<file path="src/rtl/inst_dispatch.sv">
// Instruction front end: buffers 28-bit words in a small FIFO and executes them in
// order as memory address bursts or compute start/done handshakes.
module inst_dispatch #(
  parameter int INST_WIDTH = 28,
  parameter int ADDR_WIDTH = 12,
  parameter int FIFO_DEPTH = 4
) (
  input  logic                  clk,
  input  logic                  rst,
  input  logic [INST_WIDTH-1:0] inst,
  input  logic                  inst_valid,
  output logic                  inst_ready,
  output logic                  mem_en,
  output logic                  mem_we,
  output logic [ADDR_WIDTH-1:0] mem_addr,
  output logic [1:0]            mem_port,
  output logic                  mem_last,
  output logic                  op_valid,
  output logic [2:0]            op_code,
  output logic [3:0]            op_a,
  output logic [3:0]            op_b,
  output logic [3:0]            op_c,
  output logic [1:0]            op_mode,
  input  logic                  op_done,
  output logic                  busy,
  output logic                  err_illegal
);
  localparam int PW = $clog2(FIFO_DEPTH);
  localparam int CW = PW + 1;

  typedef enum logic [1:0] {IDLE, MEM, DISPATCH, WAIT} state_t;

  state_t                r_state, w_nxt;
  logic [INST_WIDTH-1:0] r_fifo [FIFO_DEPTH];
  logic [PW-1:0]         r_rd, r_wr;
  logic [CW-1:0]         r_cnt;
  logic [INST_WIDTH-1:0] r_cur;
  logic [5:0]            r_k;
  logic                  r_mem_en, r_mem_we, r_mem_last, r_op_valid, r_busy, r_err;
  logic [ADDR_WIDTH-1:0] r_mem_addr;
  logic [1:0]            r_mem_port, r_op_mode;
  logic [2:0]            r_op_code;
  logic [3:0]            r_op_a, r_op_b, r_op_c;

  logic [INST_WIDTH-1:0] w_head;
  logic [2:0]            w_opc;
  logic [5:0]            w_len;
  logic                  w_push, w_pop, w_illegal, w_unused;

  assign inst_ready = (r_cnt != CW'(FIFO_DEPTH));
  assign w_push     = inst_valid && inst_ready;
  assign w_pop      = (r_state == IDLE) && (r_cnt != '0);
  assign w_head     = r_fifo[r_rd];
  assign w_opc      = w_head[27:25];
  assign w_len      = r_cur[12:7];
  assign w_unused   = ^{w_head[24:13], w_head[6:0], r_cur[4:0]};

  always_comb begin
    w_nxt     = r_state;
    w_illegal = 1'b0;
    case (r_state)
      IDLE: if (w_pop) begin
        case (w_opc)
          3'b000, 3'b001: if (w_head[12:7] != 6'd0) w_nxt = MEM;
          3'b100, 3'b101, 3'b110: w_nxt = DISPATCH;
          default: w_illegal = 1'b1;
        endcase
      end
      MEM:      if (r_k == w_len - 6'd1) w_nxt = IDLE;
      DISPATCH: w_nxt = WAIT;
      WAIT:     if (op_done) w_nxt = IDLE;
      default:  w_nxt = IDLE;
    endcase
  end

  always_ff @(posedge clk) begin
    if (rst) r_state <= IDLE;
    else     r_state <= w_nxt;
  end

  // Storage needs no reset: occupancy is tracked by r_cnt alone.
  always_ff @(posedge clk) begin
    if (w_push) r_fifo[r_wr] <= inst;
  end

  always_ff @(posedge clk) begin
    if (rst) begin
      r_rd <= '0; r_wr <= '0; r_cnt <= '0; r_cur <= '0; r_k <= '0;
      r_mem_en <= 1'b0; r_mem_we <= 1'b0; r_mem_addr <= '0; r_mem_port <= '0;
      r_mem_last <= 1'b0; r_op_valid <= 1'b0; r_op_code <= '0; r_op_a <= '0;
      r_op_b <= '0; r_op_c <= '0; r_op_mode <= '0; r_busy <= 1'b0; r_err <= 1'b0;
    end else begin
      if (w_push) r_wr <= r_wr + PW'(1);
      if (w_pop) begin
        r_rd  <= r_rd + PW'(1);
        r_cur <= w_head;
        r_k   <= '0;
      end
      case ({w_push, w_pop})
        2'b10:   r_cnt <= r_cnt + CW'(1);
        2'b01:   r_cnt <= r_cnt - CW'(1);
        default: r_cnt <= r_cnt;
      endcase
      // Beat outputs are produced one cycle behind the MEM state's beat index.
      r_mem_en   <= 1'b0;
      r_mem_we   <= 1'b0;
      r_mem_addr <= '0;
      r_mem_port <= '0;
      r_mem_last <= 1'b0;
      if (r_state == MEM) begin
        r_mem_en   <= 1'b1;
        r_mem_we   <= r_cur[25];
        r_mem_addr <= r_cur[13 +: ADDR_WIDTH] + ADDR_WIDTH'(r_k);
        r_mem_port <= r_cur[6:5];
        r_mem_last <= (r_k == w_len - 6'd1);
        r_k        <= r_k + 6'd1;
      end
      r_op_valid <= 1'b0;
      if (r_state == DISPATCH) begin
        r_op_valid <= 1'b1;
        r_op_code  <= r_cur[27:25];
        r_op_a     <= r_cur[24:21];
        r_op_b     <= r_cur[20:17];
        r_op_c     <= r_cur[16:13];
        r_op_mode  <= r_cur[12:11];
      end
      if (w_illegal) r_err <= 1'b1;
      r_busy <= (r_cnt != '0) || (r_state != IDLE);
    end
  end

  assign mem_en      = r_mem_en;
  assign mem_we      = r_mem_we;
  assign mem_addr    = r_mem_addr;
  assign mem_port    = r_mem_port;
  assign mem_last    = r_mem_last;
  assign op_valid    = r_op_valid;
  assign op_code     = r_op_code;
  assign op_a        = r_op_a;
  assign op_b        = r_op_b;
  assign op_c        = r_op_c;
  assign op_mode     = r_op_mode;
  assign busy        = r_busy;
  assign err_illegal = r_err;
endmodule

</file>
<file path="config.mk">
export PLATFORM = sky130hd
export DESIGN_NAME = inst_dispatch
export DESIGN_NICKNAME = d
export VERILOG_FILES = /design/src/rtl/inst_dispatch.sv
export SDC_FILE = /design/constraint.sdc
export NUM_CORES = 1
export LEC_CHECK = 0
export BUFFER_PORTS_ARGS = -buffer_cell sky130_fd_sc_hd__buf_2
export CORE_MARGIN = 2
export CORE_UTILIZATION = 50
export CTS_BUF_LIST = sky130_fd_sc_hd__clkbuf_4 sky130_fd_sc_hd__clkbuf_8 sky130_fd_sc_hd__clkbuf_16
export DETAILED_ROUTE_END_ITERATION = 7
export GPL_ROUTABILITY_DRIVEN = 0
export HOLD_SLACK_MARGIN = 0.12
export PLACE_DENSITY_LB_ADDON = 0.12
export SLEW_MARGIN = 10
export SYNTH_ARGS = -nofsm -noshare
export SYNTH_HDL_FRONTEND = slang
export SYNTH_SLANG_ARGS = --single-unit
export TNS_END_PERCENT = 100
</file>
<file path="constraint.sdc">
create_clock -name clk -period 2.75 [get_ports clk]
set_clock_uncertainty 0.1 [all_clocks]
set_input_delay 0.6875 -clock clk [delete_from_list [all_inputs] [get_ports clk]]
set_output_delay 0.6875 -clock clk [all_outputs]
set_load 0.02 [all_outputs]
</file>
Word level (Yosys, flattened, before mapping)
Memory sizes are Yosys's and may differ from the RTL's. A register that Yosys moved wholly into a read port is not among the register bits.
Index checks and enable logic that the tools add are counted.
{"block": "totals", "register_bits": 80, "ramBits": 112, "input_bits": 32, "out_inout_bits": 38, "wordCells": 77, "memories": 1}
{"block": "op_classes", "n_addsub": 7, "n_eq_ne": 16, "muxes": 18, "n_bitwise": 1, "n_reduce_logical": 15}
{"name": "r_fifo", "depth": 4, "width": 28, "read_ports": 1, "rd_ports_with_merged_regs": 1, "write_ports": 1, "line": "34", "text": "logic [INST_WIDTH-1:0] r_fifo [FIFO_DEPTH];"}
{"cell": "12-bit by 6-bit adder with 12-bit output", "n": 1}
{"cell": "2-bit 2-to-1 mux", "n": 6}
{"cell": "6-bit 2-to-1 mux", "n": 2}
{"cell": "3-bit == test (second input constant)", "n": 3}
{"cell": "2-bit case mux with 4 select lines", "n": 1}
{"cell": "1-bit 2-to-1 mux", "n": 7}
{"cell": "6-bit by 1-bit adder with 6-bit output (second input constant)", "n": 1}
{"cell": "2-bit == test (second input constant)", "n": 3}
{"cell": "6-bit == test", "n": 1}
{"cell": "2-bit != test (second input constant)", "n": 3}
{"cell": "3-bit != test (second input constant)", "n": 2}
{"cell": "3-bit case mux with 2 select lines", "n": 1}
{"cell": "2-bit nonzero test", "n": 3}
{"cell": "6-bit nonzero test", "n": 1}
{"cell": "6-bit by 1-bit subtractor with 6-bit output (second input constant)", "n": 1}
{"cell": "5-bit AND reduction", "n": 1}
{"cell": "5-bit OR reduction", "n": 1}
{"cell": "2-bit by 1-bit adder with 2-bit output (second input constant)", "n": 2}
{"cell": "2-bit by 1-bit == test with 1-bit output (second input constant)", "n": 2}
{"cell": "2-bit case mux with 2 select lines", "n": 1}
{"cell": "2-bit OR reduction", "n": 2}
{"cell": "3-bit by 1-bit adder with 3-bit output (second input constant)", "n": 1}
{"cell": "3-bit by 1-bit == test with 1-bit output (second input constant)", "n": 1}
{"cell": "3-bit zero test", "n": 1}
{"cell": "8 further kinds", "n": 9}

Depth between registers and ports, before layout
{"block": "logic_depth", "ltp_word": 5, "ltp_mapped": 12, "depth_no_buf": 10}

Least setup slack after synthesis
OpenSTA, ideal clock, no wires.
{"block": "synth_timing", "kind": "flip-flop to flip-flop", "start": "reg r_state[1]", "end": "reg r_cnt[2]", "setup_ps": 70, "arrival_ps": 2347, "required_ps": 2580, "slack_ps": 232, "path_stages_with_launch": 13, "n_path_buf": 3, "synth_period_minus_slack_ps": 2518, "path_cell_list": "dfxtp_1 > clkbuf_1 > nor2_1 > nand2b_1 > buf_2 > inv_2 > buf_1 > ha_1 > inv_1 > fa_1 > xor2_1 > or3_1 > a21oi_1"}
{"block": "synth_between", "elab_chain_cells": 4}
{"element": "from (decl)", "line": "33", "text": "state_t r_state, w_nxt;"}
{"element": "from (signal assigned)", "line": "78", "text": "else r_state <= w_nxt;"}
{"element": "2-bit zero test *", "line": "52", "text": "assign w_pop = (r_state == IDLE) && (r_cnt != '0);"}
{"element": "1-bit logical AND *", "line": "52"}
{"element": "named net w_pop", "line": "48", "text": "logic w_push, w_pop, w_illegal, w_unused;"}
{"element": "2-bit by 1-bit == test with 1-bit output or 2-bit == test (tied branches)", "line": "99", "text": "case ({w_push, w_pop})"}
{"element": "3-bit case mux with 2 select lines or 2-bit nonzero test (tied branches)"}
{"element": "to (signal assigned)", "line": "100", "text": "2'b10: r_cnt <= r_cnt + CW'(1);"}
{"element": "to (signal assigned)", "line": "101", "text": "2'b01: r_cnt <= r_cnt - CW'(1);"}
{"element": "to (signal assigned)", "line": "102", "text": "default: r_cnt <= r_cnt;"}
{"element": "to (decl)", "line": "36", "text": "logic [CW-1:0] r_cnt;"}
The timed path passes the listed nets; every way through them passes the cells marked *.
A chain may end at the register's enable or synchronous reset.

Worst setup path after layout
{"block": "layout_timing", "start": "reg r_cnt[0]", "end": "reg r_cnt[2]"}
{"block": "layout_between", "elab_chain_cells": 4}
{"element": "3-bit != test or 3-bit nonzero test (tied branches)", "line": "50, 52"}
{"element": "1-bit logical AND (on tied branches)", "line": "51, 52"}
{"element": "2-bit by 1-bit == test with 1-bit output or 2-bit == test (tied branches)", "line": "99"}
{"element": "3-bit case mux with 2 select lines or 2-bit nonzero test (tied branches)"}
Several ways; a longest one is shown, not always the timed one.

==> metrics.cfg <==
[finish]
design_area_um2 = 7720
final_cell_mix = 98 x nand2_1, 92 x edfxtp_1, 77 x dfxtp_1
diodes = 0
final_cells = 766
drive_above_1_share = 0.227
final_common_cell = nand2_1
areaGrowthSynthToFinish_pct = 17.3
fin_nets = 628

[synthesis]
syn-num-nets = 557
netlist.area_leader.share = 0.420
synth-seq-area-share = 0.654
synth_top_cell_by_area = edfxtp_1
synth_flop_cell = edfxtp_1
synth_area_leaders = edfxtp_1 42%, dfxtp_1 23%, mux4_2 7.2%, nand2_1 5.6%, a21oi_1 4.0%
synthCells = 510
syn_area_um2 = 6580
yosysWarnings = 0
synth_edf_count = 92
avgSynthCellArea_um2 = 12.9
synthArstFlopShare = 0
ys_ff_latch = 169
synthDistinctLibCells = 45

[global_routing]
antenna_found_initial = 0
grt_pass1_vias = 3964
grt_overflow_total = 0
grt_max_degree = 60
grt_use_total = 0.186
grt_pass1_wl_um = 20100

[drt]
totalWireLength_um = 12200
drt-wirelength-per-cell_um = 16.0
vias_per_cell = 5.29
final_antenna_net_count = 0
vias = 4053
drtPass1Iterations = 5
drtIter0Drc = 291
drcViolationCount = 0

[placement]
place_inst = 734
placed_cell_area_um2 = 7090
post-dp-hpwl_um = 8110
port_buffers = 64
dp_slack_ns = 0.269

[sta]
period_minus_slack_ns = 2.35
max_slew.worst_pin.slew_ns = 0.697
fmax_mhz = 425
rsz0062_at_grt = false
hold_viol = 0
final.setup.worst_slack_ns = 0.398
fin_crit_sh = 0.855
fin_tns_setup_ns = 0
slew_viol_final = 0
setup_violations = 0
slew_headroom = 0.534

[clock_tree]
clock-sinks = 169
cts_hold_repair.buffers = 0
clk-insertion-delay-late_ns = 0.42
h-tree-depth = 4
cts_inserted_buffers = 17
clockBufferDepth = 2
post-cts-setup-buffers = 0
cts_tree = built
cts-root-buf = clkbuf_16
cts_resized = 0
clk_pin_slew_ns = 0.06

[floorplan]
die-area_um2 = 14100
die_y_um = 119
core-area_um2 = 12700
initial_core_util = 0.517
row_count = 41
fp.dieW_um = 119
ioPinCount = 70

[min_path]
hp-class = reg -> reg

[critical_path]
critical_path_required_ns = 3.00
end_kind = flop
setup.worst_path.start_class = flop
crit_fanout = 6
worstSetupPathType = reg -> reg
arrival_ns = 2.60

[flow_run]
drv_cap = 0

[power]
powerDensity_nw_per_um2 = 1030
vdd_drop_max_uv = 490
p_leak_nw = 2.89

[status]
status = finished, final reports clean

-- metrics by stage --
step	hold WS, ns	total power [mW]	util
floorplan	0.330	4.96	-
global placement	0.339	5.45	0.557
detailed placement	0.343	5.51	0.557
CTS	0.354	7.99	0.607
global route	0.365	8.37	0.607
finish	0.349	7.92	0.607
-- worst max-delay path, stage by stage (launching register included) --
cell and delay (ns):
dfxtp_1 0.33, inv_1 0.10, nand3_1 0.16, and2_1 0.24
inv_1 0.10, ha_1 0.19, inv_1 0.06, fa_1 0.37
xor2_1 0.16, or3_1 0.32, a21oi_1 0.15
-- cells by family (layout without fill, tap and decap cells) --
group,after synthesis,after routing,share of synthesized area
and+or+nand+nor,170,170,0.115
adders and majority gates,15,15,0.0308
buffers and inverters,36,120,0.0257
xor gates and xnor gates,16,16,0.0213
AOI/OAI and AO/OA,77,77,0.0668
DFF,169,169,0.654
muxes,27,27,0.0862
-- sequential cells by signal, indices dropped and copies added, names as in the netlist, named ones only --
signal / count
op_code: 3
r_state: 2
mem_port: 2
mem_last: 1
r_fifo: 92
op_b: 4
op_a: 4
mem_addr: 12
busy: 1
r_rd: 2
mem_we: 1
r_cur: 23
op_valid: 1
err_illegal: 1
r_wr: 2
mem_en: 1
r_cnt: 3
op_mode: 2
op_c: 4
r_k: 6
-- power by group --
| group | switching [mW] | internal [mW] |
|---|---|---|
| registers | 0.275 | 3.06 |
| logic | 1.24 | 0.868 |
| clock network | 0.957 | 1.52 |
| total | 2.47 | 5.45 |
-- layout make-up --
type	instances	area, um2
inverter	13	48.8
multi-input combinational	305	2100
clock buffer	17	425
sequential	169	4300
tap	172	215
fill	1080	5010
timing repair buffer	75	415
clock inverter	15	203
-- synthesized netlist by cell type, types with 3 or more instances --
| library cell | instances |
|---|---|
| nand2_1 | 98 |
| edfxtp_1 | 92 |
| dfxtp_1 | 77 |
| a21oi_1 | 52 |
| nor2_1 | 26 |
| mux4_2 | 21 |
| ha_1 | 13 |
| clkbuf_1 | 12 |
| xnor2_1 | 12 |
| inv_1 | 10 |
| nor3_1 | 8 |
| a31oi_1 | 6 |
| and2_1 | 6 |
| and3_1 | 6 |
| buf_2 | 5 |
| nand2b_1 | 5 |
| nand3_1 | 5 |
| xor2_1 | 4 |
| a21o_1 | 3 |
| a41o_1 | 3 |
| buf_1 | 3 |
| inv_2 | 3 |
| mux2i_1 | 3 |
| nand4_1 | 3 |
| nor2b_1 | 3 |
| or3_1 | 3 |
-- final timing paths --
kind	start	cells past startpoint	slack (ns)	endpoint
setup reg to reg	r_cnt[0]$_SDFFE_PP0P_	10	0.40	r_cnt[2]$_SDFFE_PP0P_
hold / removal	r_cur[6]$_SDFFE_PP0P_	2	0.35	r_cur[6]$_SDFFE_PP0P_
hold reg to reg	r_cur[6]$_SDFFE_PP0P_	2	0.35	r_cur[6]$_SDFFE_PP0P_
setup / recovery	r_cnt[0]$_SDFFE_PP0P_	10	0.40	r_cnt[2]$_SDFFE_PP0P_
-- layer usage --
layer / wire length [um] / GRT usage / vias up
met5: 0 / 0 / -
met4: 125 / 0.0841 / 0
met3: 502 / 0.0381 / 8
met2: 5900 / 0.293 / 91
met1: 5710 / 0.250 / 1975
li1: - / - / 1979
(Power assumes the default switching activity.)
